**config.mk**
```make
export PLATFORM = sky130hd
export DESIGN_NAME = chunked_adder
export DESIGN_NICKNAME = d
export VERILOG_FILES = /design/src/rtl/chunked_adder_pkg.sv /design/src/rtl/chunked_adder_chunk.sv /design/src/rtl/chunked_adder.sv
export SDC_FILE = /design/constraint.sdc
export NUM_CORES = 1
export LEC_CHECK = 0
export CAP_MARGIN = 10
export CORE_ASPECT_RATIO = 1.5
export CORE_MARGIN = 2
export CORE_UTILIZATION = 46
export CTS_CLUSTER_SIZE = 20
export DETAILED_ROUTE_END_ITERATION = 8
export PLACE_DENSITY = 0.74
export SLEW_MARGIN = 20
export SYNTH_ARGS = -nofsm -noshare
export SYNTH_HDL_FRONTEND = slang
export SYNTH_SLANG_ARGS = --single-unit
```
**constraint.sdc**
```tcl
create_clock -name clk -period 4.07 [get_ports clk]
set_clock_uncertainty 0.05 [all_clocks]
set_input_delay 0.814 -clock clk [delete_from_list [all_inputs] [get_ports clk]]
set_output_delay 0.814 -clock clk [all_outputs]
set_load 0.005 [all_outputs]
```
**src/rtl/chunked_adder_pkg.sv**
```systemverilog
// chunked_adder_pkg: FSM state type and sizing helpers shared by the chunked adder.
package chunked_adder_pkg;

    typedef enum logic [1:0] {IDLE, CALC, DONE} state_t;

    function automatic int nchunk(input int w, input int c);
        return w / c;
    endfunction

    function automatic int cnt_w(input int n);
        return (n > 1) ? $clog2(n) : 1;
    endfunction

endpackage

```
**src/rtl/chunked_adder_chunk.sv**
```systemverilog
// chunk_add: W-bit ripple adder built from half-adder pairs; also exposes the carry into the MSB.
module chunk_add #(
    parameter int W = 4
) (
    input  logic [W-1:0] i_a,
    input  logic [W-1:0] i_b,
    input  logic         i_ci,
    output logic [W-1:0] o_s,
    output logic         o_co,
    output logic         o_cm
);

    logic [W:0] w_c;

    assign w_c[0] = i_ci;

    for (genvar i = 0; i < W; i++) begin : g_bit
        logic w_p, w_g;
        assign w_p        = i_a[i] ^ i_b[i];
        assign w_g        = i_a[i] & i_b[i];
        assign o_s[i]     = w_p ^ w_c[i];
        assign w_c[i + 1] = w_g | (w_p & w_c[i]);
    end

    assign o_co = w_c[W];
    assign o_cm = w_c[W - 1];

endmodule

```
**src/rtl/chunked_adder.sv**
```systemverilog
// chunked_adder: multi-cycle add/subtract, CHUNK bits per clock through a registered carry,
// with valid/ready handshakes on operands and result.
module chunked_adder #(
    parameter int WIDTH = 16,
    parameter int CHUNK = 4
) (
    input  logic             clk,
    input  logic             rst_n,
    input  logic             in_valid,
    output logic             in_ready,
    input  logic [WIDTH-1:0] a,
    input  logic [WIDTH-1:0] b,
    input  logic             cin,
    input  logic             sub,
    output logic             out_valid,
    input  logic             out_ready,
    output logic [WIDTH-1:0] sum,
    output logic             cout,
    output logic             ovf
);

    import chunked_adder_pkg::*;

    localparam int NCHUNK = nchunk(WIDTH, CHUNK);
    localparam int CW     = cnt_w(NCHUNK);

    if (WIDTH < 2 || CHUNK < 1 || CHUNK > WIDTH || (WIDTH % CHUNK) != 0) begin : g_bad_cfg
        $error("chunked_adder: WIDTH must be >= 2 and a multiple of CHUNK");
    end

    state_t           r_state, w_next;
    logic [WIDTH-1:0] r_a, r_b, r_sum;
    logic             r_c, r_cout, r_ovf;
    logic [CW-1:0]    r_cnt;
    logic [CHUNK-1:0] w_ac, w_bc, w_s;
    logic             w_co, w_cm, w_last;

    assign w_last = (r_cnt == CW'(NCHUNK - 1));

    always_ff @(posedge clk or negedge rst_n) begin
        if (!rst_n) r_state <= IDLE;
        else        r_state <= w_next;
    end

    always_comb begin
        w_next    = r_state;
        in_ready  = 1'b0;
        out_valid = 1'b0;
        case (r_state)
            IDLE: begin
                in_ready = 1'b1;
                w_next   = in_valid ? CALC : IDLE;
            end
            CALC:    w_next = w_last ? DONE : CALC;
            DONE: begin
                out_valid = 1'b1;
                w_next    = out_ready ? IDLE : DONE;
            end
            default: w_next = IDLE;
        endcase
    end

    // One shared chunk adder; the counter selects which slice feeds it.
    always_comb begin
        w_ac = '0;
        w_bc = '0;
        for (int k = 0; k < NCHUNK; k++) begin
            if (r_cnt == CW'(k)) begin
                w_ac = r_a[k*CHUNK +: CHUNK];
                w_bc = r_b[k*CHUNK +: CHUNK];
            end
        end
    end

    chunk_add #(.W(CHUNK)) u_chunk (
        .i_a  (w_ac),
        .i_b  (w_bc),
        .i_ci (r_c),
        .o_s  (w_s),
        .o_co (w_co),
        .o_cm (w_cm)
    );

    // Subtraction is A + ~B + 1, so only the inverted operand and forced carry are stored.
    always_ff @(posedge clk or negedge rst_n) begin
        if (!rst_n) begin
            r_a    <= '0;
            r_b    <= '0;
            r_c    <= 1'b0;
            r_cnt  <= '0;
            r_sum  <= '0;
            r_cout <= 1'b0;
            r_ovf  <= 1'b0;
        end else if (r_state == IDLE && in_valid) begin
            r_a   <= a;
            r_b   <= sub ? ~b : b;
            r_c   <= sub | cin;
            r_cnt <= '0;
        end else if (r_state == CALC) begin
            for (int k = 0; k < NCHUNK; k++) begin
                if (r_cnt == CW'(k)) r_sum[k*CHUNK +: CHUNK] <= w_s;
            end
            r_c   <= w_co;
            r_cnt <= r_cnt + 1'b1;
            if (w_last) begin
                r_cout <= w_co;
                r_ovf  <= w_co ^ w_cm;
            end
        end
    end

    assign sum  = r_sum;
    assign cout = r_cout;
    assign ovf  = r_ovf;

endmodule

```
==> metrics.md <==
| Metric | Value |
|---|---|
| Crit path capture type | flop |
| Top cells by area, synth | dfrtp_1 52%, nand2_1 10%, mux2_2 7.3% |
| Global-route wire length before repair | ~9000 µm |
| Clk pwr share | around 15% |
| Clock H-tree levels | 2 |
| Total wire length | around 5300 µm |
| Vias in the first global route | between 1500 and 2000 |
| Crit path DAT | 3.80 ns |
| CORE AREA | 0.00549 mm² |
| Commonest cells after routing, fill and taps aside | 70 x nand2_1, 56 x clkdlybuf4s50_1, 55 x dfrtp_1, 33 x o21ai_0, 17 x mux2_2 |
| GP Congestion | 0.824 |
| Hold Slack | roughly 0.45 ns |
| Met2 usage | approximately a third |
| Vias per inst | around 5.0 |
| Commonest non-fill, non-tap cell in the layout | nand2_1 |
| Nets | 359 |
| #FFs+latches synth | 55 |
| Synth Area in Compound Gates | ~12% |
| Post-cts sizing count | 0 |
| Final hold vios | 0 |
| RSZ-0062 raised after global routing | no |
| Fmax | around 270 MHz |
| Min Tclk post-route | roughly 3.6 ns |
| CP max FO | 17 |
| Synth area leader | dfrtp_1 |
| Sequential power share | between 30% and 40% |
| Grt ovf | 0 |
| Switching share of total power | approximately 37% |
| Internal power | roughly 1.8 mW |
| Max Cap Viol | 0 |
| Worst-Margin Slew | between 0.8 and 0.9 ns |
| Share of cells above drive strength 1 | between 9 and 10% |
| Leak pwr | between 1.5 and 2 nW |
| Kind of critical path | reg2reg |
| Skew-Pair Late Insertion Delay | between 0.3 and 0.4 ns |
| Met1 Use GR | between 20% and 30% |
| WL/cell | 13.9 µm |
| Avg Cell Area, Syn | 10.0 µm² |
| Port Buf Inserts | 57 |
| Combinational Power Share | 49.9% |
| Die Footprint | around 0.0063 mm² |
| CTS tree | yes |
| Slowest cell on the critical path | ha_1 |
| Startpoint types | flop |
| CTS Buf Count | 5 |
| Max VDD drop | between 300 and 400 µV |
| Layout overhead on the synthesized area | 27.8% |
| DRC Markers | 0 |
| CP Cell Sequence | inv_1 > ha_1 > a21oi_1 > a22o_1 > fa_1 > fa_1 > fa_1 > fa_1 > mux2_2 |
| Die Wd | ~66 µm |
| Synth Instances | roughly 260 |
| Fin. max-slew vios | 0 |
| Most used cell, CP | fa_1 |
| Synth warn | 0 |
| Initial DRC Count | 98 |
| Worst rel slew slack | between 40% and 50% |
| Setup Fix Bufs, Post-CTS | 0 |
| Combinational family with the most area after synthesis | simple AND/OR/NAND/NOR gates |
| Final Setup Violations | 0 |
| Synth Area in Adders | between 4 and 5% |
| Die H | between 90 and 100 µm |
| Routed Antenna Nets | 0 |
| Clock Path Buffers | 2 |
| Busiest grt layer | met2 |
| Status | completed |
| Required time of the critical path | between 4 and 5 ns |
| Area of the mapped netlist | approximately 0.0026 mm² |
| Synth Area in Simple Gates | 12.5% |
| Num ports | 58 |
| Global Route Usage Sum | around a fifth |
| DRT Pass-1 Iters | 4 |
| TNS Setup | 0 ns |
| Period utilization | between 80% and 90% |
| N_diodes | 0 |
| Syn_nets | slightly above 300 |
| Initial antenna violation count | 0 |
| Peak per-stage delay on the critical path | between 0.5 and 0.6 ns |
| Yosys cell types | 24 |
| Via count | roughly 1900 |
| Mux share of post-synthesis cell area | under 10% |
| Routing usage on met3 | approximately 3.1% |
| Initial Util | a little under half |
| PD cells | ~830 mW/mm² |
| CTS clk-pin slew, worst paths | 0.09 ns |
| CTS Hold Bufs | 0 |
| Worst hold path type | reg2reg |
| Post-synthesis sequential area ratio | 52.4% |
| Switch Pwr | 1.03 mW |
| Largest net degree at the start of global routing | slightly above 50 |
| Synth Area in XOR/XNOR | 5.67% |
| Clk sink count | 55 |
| Root Driver | clkbuf_8 |
| Rows | 33 |
| Area share of the largest cell type after synthesis | a little over half |
| Final HPWL DP | 4060 µm |
## stage by stage
stage | setup WS (ns) | total power [mW] | utilization [%] | instance area (µm²) | std cells
after CTS | 0.468 | 2.82 | 61.1 | 3360 | 384
after global routing | 0.233 | 3.04 | 61.2 | 3360 | 384
after floorplan | 0.622 | 1.87 | - | 2630 | 262
after global placement | 0.578 | 2.35 | 58.6 | 3220 | 376
after detailed placement | 0.487 | 2.40 | 58.6 | 3220 | 376
final | 0.429 | 2.79 | 61.2 | 3360 | 384
## final cells by class
class                   count  area, µm²
clock inverters             3       67.6
multi-input cells         180       1130
fillers                   470       2130
clock buffers               5       68.8
flip-flops and latches     55       1380
inverters                  11       41.3
well taps                  70       87.6
repair buffers             60        591
## sequential cells by signal, indices dropped and copies added, names as in the netlist
register,flops
r_a,16
r_b,16
sum,16
r_cnt,2
r_state,2
cout,1
ovf,1
r_c,1
## power groups by stage
stage | logic (mW) | registers (mW) | clock network [mW]
after global routing | 1.59 | 1.01 | 0.448
after CTS | 1.42 | 0.976 | 0.426
after floorplan | 0.922 | 0.946 | 0
after global placement | 1.38 | 0.979 | 0
final | 1.39 | 0.974 | 0.422
after detailed placement | 1.42 | 0.985 | 0
## worst max-delay path: cells and delay by family, from the launching register on
family / cells / cell delay (ns)
buf+inv: 1 / 0.10
flops: 1 / 0.43
mux: 1 / 0.29
compound gates: 2 / 0.37
fa+ha+maj: 5 / 2.30
## path summary, 6_finish.rpt
check / startpoint / endpoint / slack, ns / depth (start not counted)
hold / removal: r_a[3] / r_a[3] / 0.45 / 2
min in group asynchronous: rst_n / r_b[11] / 0.46 / 1
setup / recovery: r_cnt[0] / sum[11] / 0.43 / 9
max in group asynchronous: rst_n / sum[6] / 2.97 / 2
setup reg to reg: r_cnt[0] / sum[11] / 0.43 / 9
hold reg to reg: r_a[3] / r_a[3] / 0.45 / 2
## cells by family after synthesis
logic type	count (synthesis)
and+or+nand+nor	80
AOI/OAI and AO/OA	58
DFF	55
buffers and inverters	27
xor gates and xnor gates	17
muxes	17
adders and majority gates	8
## metal layers
metal  vias to the layer above  wire [µm]
li1                        961          -
met1                       914       2150
met2                        51       2820
met3                        13        179
met4                         0        190
met5                         -          0
## cell usage after synthesis (all sizes together)
cell type,number
inv,11
o31ai,1
a22o,8
nand3b,1
buf,12
nor3b,1
dfrtp,55
xor2,4
and2b,1
nand2b,2
nor2,1
nand3,3
a21oi,16
ha,4
xnor2,13
clkbuf,4
mux2,17
or3b,1
fa,4
nand2,70
o21ai,33
No activity file was read; power rests on OpenSTA's default activity.
